--- src/rtl/fetch_stage.sv ---
// Dual-issue instruction fetch stage: drives two synchronous memory read ports
// (PC and PC+4), captures the returned pair into a bundle queue and hands the
// bundles to decode through a valid/ready handshake. A redirect flushes all
// older work and restarts fetch at the new PC.
module fetch_stage #(
  parameter logic [31:0] ResetPc = 32'h0000_0000,
  parameter int unsigned Depth   = 4
) (
  input  logic        clk,
  input  logic        rst,
  output logic [31:0] imem_addr_a,
  output logic [31:0] imem_addr_b,
  input  logic [31:0] imem_data_a,
  input  logic [31:0] imem_data_b,
  input  logic        redirect_valid,
  input  logic [31:0] redirect_pc,
  output logic        out_valid,
  input  logic        out_ready,
  output logic [31:0] out_pc,
  output logic [31:0] out_instr_a,
  output logic [31:0] out_instr_b
);

  localparam int unsigned PtrW = (Depth > 1) ? $clog2(Depth) : 1;
  localparam int unsigned CntW = $clog2(Depth + 1);
  localparam logic [CntW:0] DepthW = (CntW + 1)'(Depth);

  logic [31:0]     r_pc_req;
  logic            r_inflight;
  logic [31:0]     r_inflight_pc;
  logic [31:0]     r_q_pc    [Depth];
  logic [31:0]     r_q_a     [Depth];
  logic [31:0]     r_q_b     [Depth];
  logic [PtrW-1:0] r_rd_ptr;
  logic [PtrW-1:0] r_wr_ptr;
  logic [CntW-1:0] r_count;

  logic [CntW:0]   w_occupancy;
  logic            w_req_fire;
  logic            w_push;
  logic            w_pop;
  logic [31:0]     w_redirect_pc;

  // Queue entries plus the outstanding request act as credits; a request only
  // issues when a slot is guaranteed for its response, so pushes never overflow.
  // A pop in the same cycle is deliberately not counted as freeing a slot.
  assign w_occupancy   = {1'b0, r_count} + {{CntW{1'b0}}, r_inflight};
  assign w_req_fire    = !redirect_valid && (w_occupancy < DepthW);
  assign w_push        = r_inflight && !redirect_valid;
  assign w_pop         = out_valid && out_ready;
  assign w_redirect_pc = redirect_pc & 32'hFFFF_FFFC;

  assign imem_addr_a = r_pc_req;
  assign imem_addr_b = r_pc_req + 32'd4;

  assign out_valid   = (r_count != '0) && !redirect_valid;
  assign out_pc      = r_q_pc[r_rd_ptr];
  assign out_instr_a = r_q_a[r_rd_ptr];
  assign out_instr_b = r_q_b[r_rd_ptr];

  // Fetch PC generation and tracking of the single outstanding memory request.
  always_ff @(posedge clk or posedge rst) begin
    if (rst) begin
      r_pc_req      <= ResetPc;
      r_inflight    <= 1'b0;
      r_inflight_pc <= '0;
    end else if (redirect_valid) begin
      r_pc_req   <= w_redirect_pc;
      r_inflight <= 1'b0;
    end else if (w_req_fire) begin
      r_pc_req      <= r_pc_req + 32'd8;
      r_inflight    <= 1'b1;
      r_inflight_pc <= r_pc_req;
    end else begin
      r_inflight <= 1'b0;
    end
  end

  // Queue pointers and occupancy; redirect empties the queue and blocks any pop.
  always_ff @(posedge clk or posedge rst) begin
    if (rst) begin
      r_rd_ptr <= '0;
      r_wr_ptr <= '0;
      r_count  <= '0;
    end else if (redirect_valid) begin
      r_rd_ptr <= '0;
      r_wr_ptr <= '0;
      r_count  <= '0;
    end else begin
      if (w_push) begin
        r_wr_ptr <= r_wr_ptr + PtrW'(1);
      end
      if (w_pop) begin
        r_rd_ptr <= r_rd_ptr + PtrW'(1);
      end
      if (w_push && !w_pop) begin
        r_count <= r_count + CntW'(1);
      end else if (w_pop && !w_push) begin
        r_count <= r_count - CntW'(1);
      end
    end
  end

  // Bundle storage: captures the memory response for the outstanding request.
  always_ff @(posedge clk or posedge rst) begin
    if (rst) begin
      for (int unsigned i = 0; i < Depth; i++) begin
        r_q_pc[i] <= '0;
        r_q_a[i]  <= '0;
        r_q_b[i]  <= '0;
      end
    end else if (w_push) begin
      r_q_pc[r_wr_ptr] <= r_inflight_pc;
      r_q_a[r_wr_ptr]  <= imem_data_a;
      r_q_b[r_wr_ptr]  <= imem_data_b;
    end
  end

endmodule
--- config.mk ---
export PLATFORM = sky130hd
export DESIGN_NAME = fetch_stage
export DESIGN_NICKNAME = d
export VERILOG_FILES = /design/src/rtl/fetch_stage.sv
export SDC_FILE = /design/constraint.sdc
export NUM_CORES = 1
export LEC_CHECK = 0
export CORE_MARGIN = 8
export CORE_UTILIZATION = 32
export CTS_CLUSTER_DIAMETER = 150
export DETAILED_ROUTE_END_ITERATION = 6
export HOLD_SLACK_MARGIN = 0.08
export PLACE_DENSITY_LB_ADDON = 0.1
export SYNTH_ARGS = -nofsm -noshare
export SYNTH_HDL_FRONTEND = slang
export SYNTH_SLANG_ARGS = --single-unit
--- constraint.sdc ---
create_clock -name clk -period 16.4 [get_ports clk]
set_input_delay 3.28 -clock clk [delete_from_list [all_inputs] [get_ports clk]]
set_output_delay 3.28 -clock clk [all_outputs]
set_load 0.02 [all_outputs]
==> flow_summary_export.csv, run 1 <==
group,metric,value,unit
cells_and_area,drive_gt1_frac,0.386,
synthesis,seq_area_frac_synth,0.557,
floorplanning,core-area,61700,um^2
grt,gr-total-overflow,0,
hold_path,hold_class,"register to register",
critical_path,start_kind,"input pin",
cells_and_area,fillers,5811,
job,maxCapViolCount,0,
cts,cts_sinks,444,
route,drc,0,
place,place_area,23200,um^2
floorplanning,dieArea,70600,um^2
sta,hold_viol,0,
cts,root_buffer,"clkbuf_16",
sta,fin_crit_sh,0.495,
place,io_buffers,252,
grt,grtUsageMet2,0.239,
cells_and_area,final_cells,2417,
synthesis,ys_ff_latch,444,
critical_path,worst_path_most_repeated_cell,"clkdlybuf4s50_1",
cells_and_area,design_area,24900,um^2
grt,grt_max_degree,181,
cts,cts_max_path_buffers,3,
critical_path,end_kind,"primary output",
critical_path,crit_arrival,4840,ps
run_status,outcome,"finished clean",
synthesis,post_synth.cell_area_avg,15.1,um^2
grt,use_met1,0.191,
route,routed_via_density,4.95,
cts,post-cts-setup-buffers,0,
place,gp_congestion,0.790,
critical_path,slowest_stage,"clkdlybuf4s50_1",
route,ant_nets,0,
synthesis,synth.distinct_cells,48,
synthesis,syn_area,20000,um^2
synthesis,async_flop_share,1.00,
cts,htree_levels,2,
cells_and_area,nets,1645,
synthesis,ys.flop_type,"dfrtp_1",
route,wl_per_cell,21.4,um
floorplanning,fp.dieW,266,um
cts,cts_resized,0,
floorplanning,num_io_pins,261,
critical_path,worstSetupPathType,"input pin to primary output",
cells_and_area,seq_area,11100,um^2
critical_path,cpPeakStageDelay,590,ps
cts,cts.reportedPaths.clkPinSlew,60,ps
sta,setup_viol,0,
sta,relSlewSlack,0.288,
grt,antenna_found_initial,2,
floorplanning,die_h,266,um
cells_and_area,finish.utilization,0.404,
synthesis,synthCells,1318,
route,first_pass_iters,4,
floorplanning,rows,91,
cts,cts_buffers,52,
route,drt_iter0_markers,565,
sta,rsz0062_at_grt,"no",
grt,grt_usage,0.147,
synthesis,synth-edff-count,0,
cells_and_area,area_growth,25.0,%
floorplanning,start_util,0.323,
sta,fmax,123,MHz
cells_and_area,multiInputGateArea,8400,um^2
critical_path,worst-path-max-fanout,46,
cts,cts_hold_buf,0,
cts,clkLatencyLatePin,590,ps
sta,slew_viol_final,0,
sta,fin_tns_setup,0,ps
power_and_ir_drop,power_density,194,nW/um^2
place,dp_hpwl,31400,um
route,via_count,12000,
critical_path,path_cells,"clkdlybuf4s50_1, buf_4, nor2_1, clkdlybuf4s50_1",
power_and_ir_drop,leakage,10.4,nW
grt,grt_pass1_vias,13100,
sta,min_period,8120,ps
critical_path,cp.required,13120,ps
grt,grt_pass1_wl,81900,um
grt,grt.busiest_layer,"met2",
sta,worst_slew_pin_slew,1070,ps
sta,clock_skew,19.7,ps
power_and_ir_drop,finalPower,4.83,mW
synthesis,ys_warn_count,0,
power_and_ir_drop,ir_drop,0.0000736,V
cts,cts_tree,"yes",
route,routed_wl,51700,um
grt,met3_usage,0.0424,
place,dp_cells,2321,
==> cell families after synthesis <==
group                    count (synthesis)  share of synthesized area
AO/OA/AOI/OAI                           51                     0.0166
adder cells (fa/ha/maj)                  7                    0.00476
flip-flops                             444                      0.557
AND/OR/NAND/NOR                        156                     0.0409
buffers and inverters                  113                     0.0255
other                                    1                   0.000188
multiplexers                           502                      0.336
XOR/XNOR                                44                     0.0193
==> placed cells by master (no fill, tap or decap), drive strengths merged, types with 7 or more instances in the layout <==
cell type        n
clkdlybuf4s50  252
a31oi           14
nand3           19
nand4           15
nand2           38
buf             12
nor2            32
clkbuf          82
o31ai            7
xor2            13
nor4             9
o21ai           16
mux4            94
xnor2           31
dfrtp          444
nor3            11
inv             11
or4             14
mux2           406
==> final cells by class <==
| cell class | instances | share of cell area |
|---|---|---|
| sequential | 444 | 0.446 |
| multi-input combinational | 766 | 0.337 |
| timing repair buffer | 264 | 0.105 |
| clock buffer | 82 | 0.0643 |
| tap | 837 | 0.0420 |
| clock inverter | 11 | 0.00411 |
| inverter | 10 | 0.00181 |
| antenna | 3 | 0.000301 |
==> path summary, 6_finish.rpt <==
path	start	endpoint	slack [ps]	cells past startpoint
max in group asynchronous	rst	r_q_a[117]	10750	4
worst min register to register	r_q_a[42]	r_q_a[42]	500	1
min in group asynchronous	rst	r_q_pc[103]	3220	2
worst max-delay path	redirect_valid	out_valid	8280	4
worst max register to register	r_inflight	r_q_b[20]	13310	4
worst min-delay path	r_q_a[42]	r_q_a[42]	500	1
==> metal layers <==
metal / part of all wire / vias to the layer above
li1: - / 5322
met1: 0.44 / 6320
met2: 0.48 / 249
met3: 0.066 / 68
met4: 0.020 / 0
met5: 0 / -
==> state kept, by name, summed over array words and instances (netlist names) <==
register	count
r_inflight	1
r_inflight_pc	30
imem_addr_a	30
r_q_b	128
r_q_a	128
r_q_pc	120
r_rd_ptr	2
r_count	3
r_wr_ptr	2
==> cells in the mapped netlist (all sizes together), types with 10 or more instances <==
cell / number / share of area
clkbuf: 61 / 0.011
mux2: 406 / 0.23
o21ai: 16 / 0.0040
buf: 42 / 0.012
nor2: 32 / 0.0060
mux4: 94 / 0.11
xor2: 13 / 0.0057
nor3: 11 / 0.0028
inv: 10 / 0.0019
a31oi: 14 / 0.0044
nand3: 19 / 0.0048
xnor2: 31 / 0.014
nand4: 15 / 0.0058
nand2: 38 / 0.0071
or4: 14 / 0.0055
dfrtp: 444 / 0.56
==> worst max-delay path, delay by kind of cell <==
kind / cells / cell delay [ps]
buffers and inverters: 3 / 1450
AND/OR/NAND/NOR: 1 / 90
==> through the flow <==
| step | hold slack (ps) | worst slack, ps |
|---|---|---|
| 3_3_place_gp | 481 | 8250 |
| 3_5_place_dp | 487 | 8250 |
| 2_1_floorplan | 474 | 748 |
| 4_1_cts | 500 | 8260 |
| 6_report | 497 | 8280 |
| 5_1_grt | 507 | 8190 |
==> power breakdown <==
group	internal (mW)	switching [mW]	total, mW
clock network	0.683	0.458	1.14
registers	1.57	0.293	1.87
logic	1.04	0.783	1.83
Power figures use the tool's default switching activity.
==> run 2: changes to the inputs <==
- clock period: 16.4 -> 7.8 ns (I/O delays scaled with it)
==> flow_summary_export.csv, run 2 (synthesis results as in run 1) <==
group,metric,value,unit
route,wl_per_cell,21.4,um
cts,cts_hold_buf,0,
route,routed_wl,51700,um
critical_path,start_kind,"register",
cts,htree_levels,2,
cts,cts_tree,"yes",
cts,clkLatencyLatePin,580,ps
cells_and_area,layout_commonest_cell,"dfrtp_1",
floorplanning,rows,91,
cts,cts_max_path_buffers,3,
job,maxCapViolCount,0,
critical_path,cp.required,6240,ps
grt,antenna_found_initial,2,
grt,grt_pass1_vias,13100,
floorplanning,core-area,61700,um^2
grt,grt_pass1_wl,81200,um
cells_and_area,nets,1648,
sta,hold_slack,497,ps
sta,min_period,5140,ps
sta,relSlewSlack,0.314,
sta,rsz0062_at_grt,"no",
cells_and_area,drive_gt1_frac,0.385,
place,gp_congestion,0.774,
sta,fmax,194,MHz
sta,fin_crit_sh,0.660,
sta,slew_viol_final,0,
cells_and_area,reg_top3,"r_q_a x128, r_q_b x128, r_q_pc x120",
route,routed_via_density,4.94,
grt,gr-total-overflow,0,
power_and_ir_drop,ir_drop,0.000147,V
route,via_count,11900,
floorplanning,die_h,266,um
place,io_buffers,252,
critical_path,crit_arrival,3580,ps
critical_path,worst-path-max-fanout,9,
sta,clock_skew,18.2,ps
sta,fin_tns_setup,0,ps
cts,post-cts-setup-buffers,0,
run_status,outcome,"finished clean",
route,first_pass_iters,4,
route,drt_iter0_markers,577,
power_and_ir_drop,finalPower,10.2,mW
cts,cts.reportedPaths.clkPinSlew,50,ps
sta,fin_ws,2660,ps
cts,cts_resized,0,
hold_path,hold_class,"register to register",
critical_path,end_kind,"primary output",
sta,hold_viol,0,
cts,root_buffer,"clkbuf_16",
grt,grt_usage,0.146,
cells_and_area,area_growth,25.3,%
power_and_ir_drop,power_density,406,nW/um^2
floorplanning,num_io_pins,261,
cells_and_area,final_cell_mix,"dfrtp_1 (442), mux2_2 (406), clkdlybuf4s50_1 (252), mux4_2 (94), clkbuf_16 (53)",
route,ant_nets,0,
cells_and_area,fillers,5792,
sta,setup_viol,0,
cts,cts_buffers,52,
place,dp_hpwl,32100,um
floorplanning,fp.dieW,266,um
sta,worst_slew_pin_slew,1020,ps
place,place_ws,3150,ps
grt,grt_max_degree,168,
route,drc,0,
floorplanning,start_util,0.323,
critical_path,worstSetupPathType,"register to primary output",
power_and_ir_drop,leakage,10.5,nW
cts,cts_sinks,444,
floorplanning,dieArea,70600,um^2
-- run 2: changes by cell type in the layout (fill, tap and decap cells not counted), sizes merged --
cell      before  now
clkinv         6    8
diode          3    1
bufinv         1    3
buf           12   15
clkbuf        82   77
clkinvlp       3    1
-- run 2: where the power goes --
part / total (mW) / switching, mW / internal, mW
clock: 2.40 / 0.948 / 1.45
sequential: 3.96 / 0.654 / 3.31
combinational: 3.80 / 1.60 / 2.20
total: 10.2 / 3.21 / 6.96
-- run 2: through the flow --
step | instances | instance area [um^2] | util
final | 2415 | 25000 | 0.405
after global routing | 2415 | 25000 | 0.405
after CTS | 2414 | 25000 | 0.405
after detailed placement | 2324 | 23300 | 0.378
after global placement | 2324 | 23300 | 0.378
after floorplan | 1323 | 20000 | -
-- run 2: layer usage --
metal / part of all wire / track usage
met1: 0.44 / 0.186
met2: 0.48 / 0.241
met3: 0.069 / 0.0483
met4: 0.015 / 0.0324
met5: 0 / 0
-- run 2: final timing paths --
kind,start,end,slack (ps),cells past startpoint
worst max-delay path,imem_addr_a[7],imem_addr_b[26],2660,5
worst min-delay path,r_q_a[40],r_q_a[40],500,1
worst max register to register,r_inflight,r_q_a[126],5000,4
worst min register to register,r_q_a[40],r_q_a[40],500,1
max in group asynchronous,rst,r_q_pc[23],4790,4
min in group asynchronous,rst,r_q_a[68],1530,2
-- run 2: cell type report --
class	count	area, um^2	area share
Inverter	10	41.3	0.00165
Multi-Input combinational cell	766	8400	0.336
Clock inverter	13	148	0.00590
Clock buffer	77	1540	0.0614
Tap cell	837	1050	0.0419
Sequential cell	444	11100	0.445
Antenna cell	1	2.50	0.000100
Timing Repair Buffer	267	2720	0.109
-- run 2: critical path: stages (launching register included) --
cell and delay, ps:
dfrtp_1 630, nand4_1 380, nor4_1 960, nand3_1 190, xnor2_1 200, clkdlybuf4s50_1 650
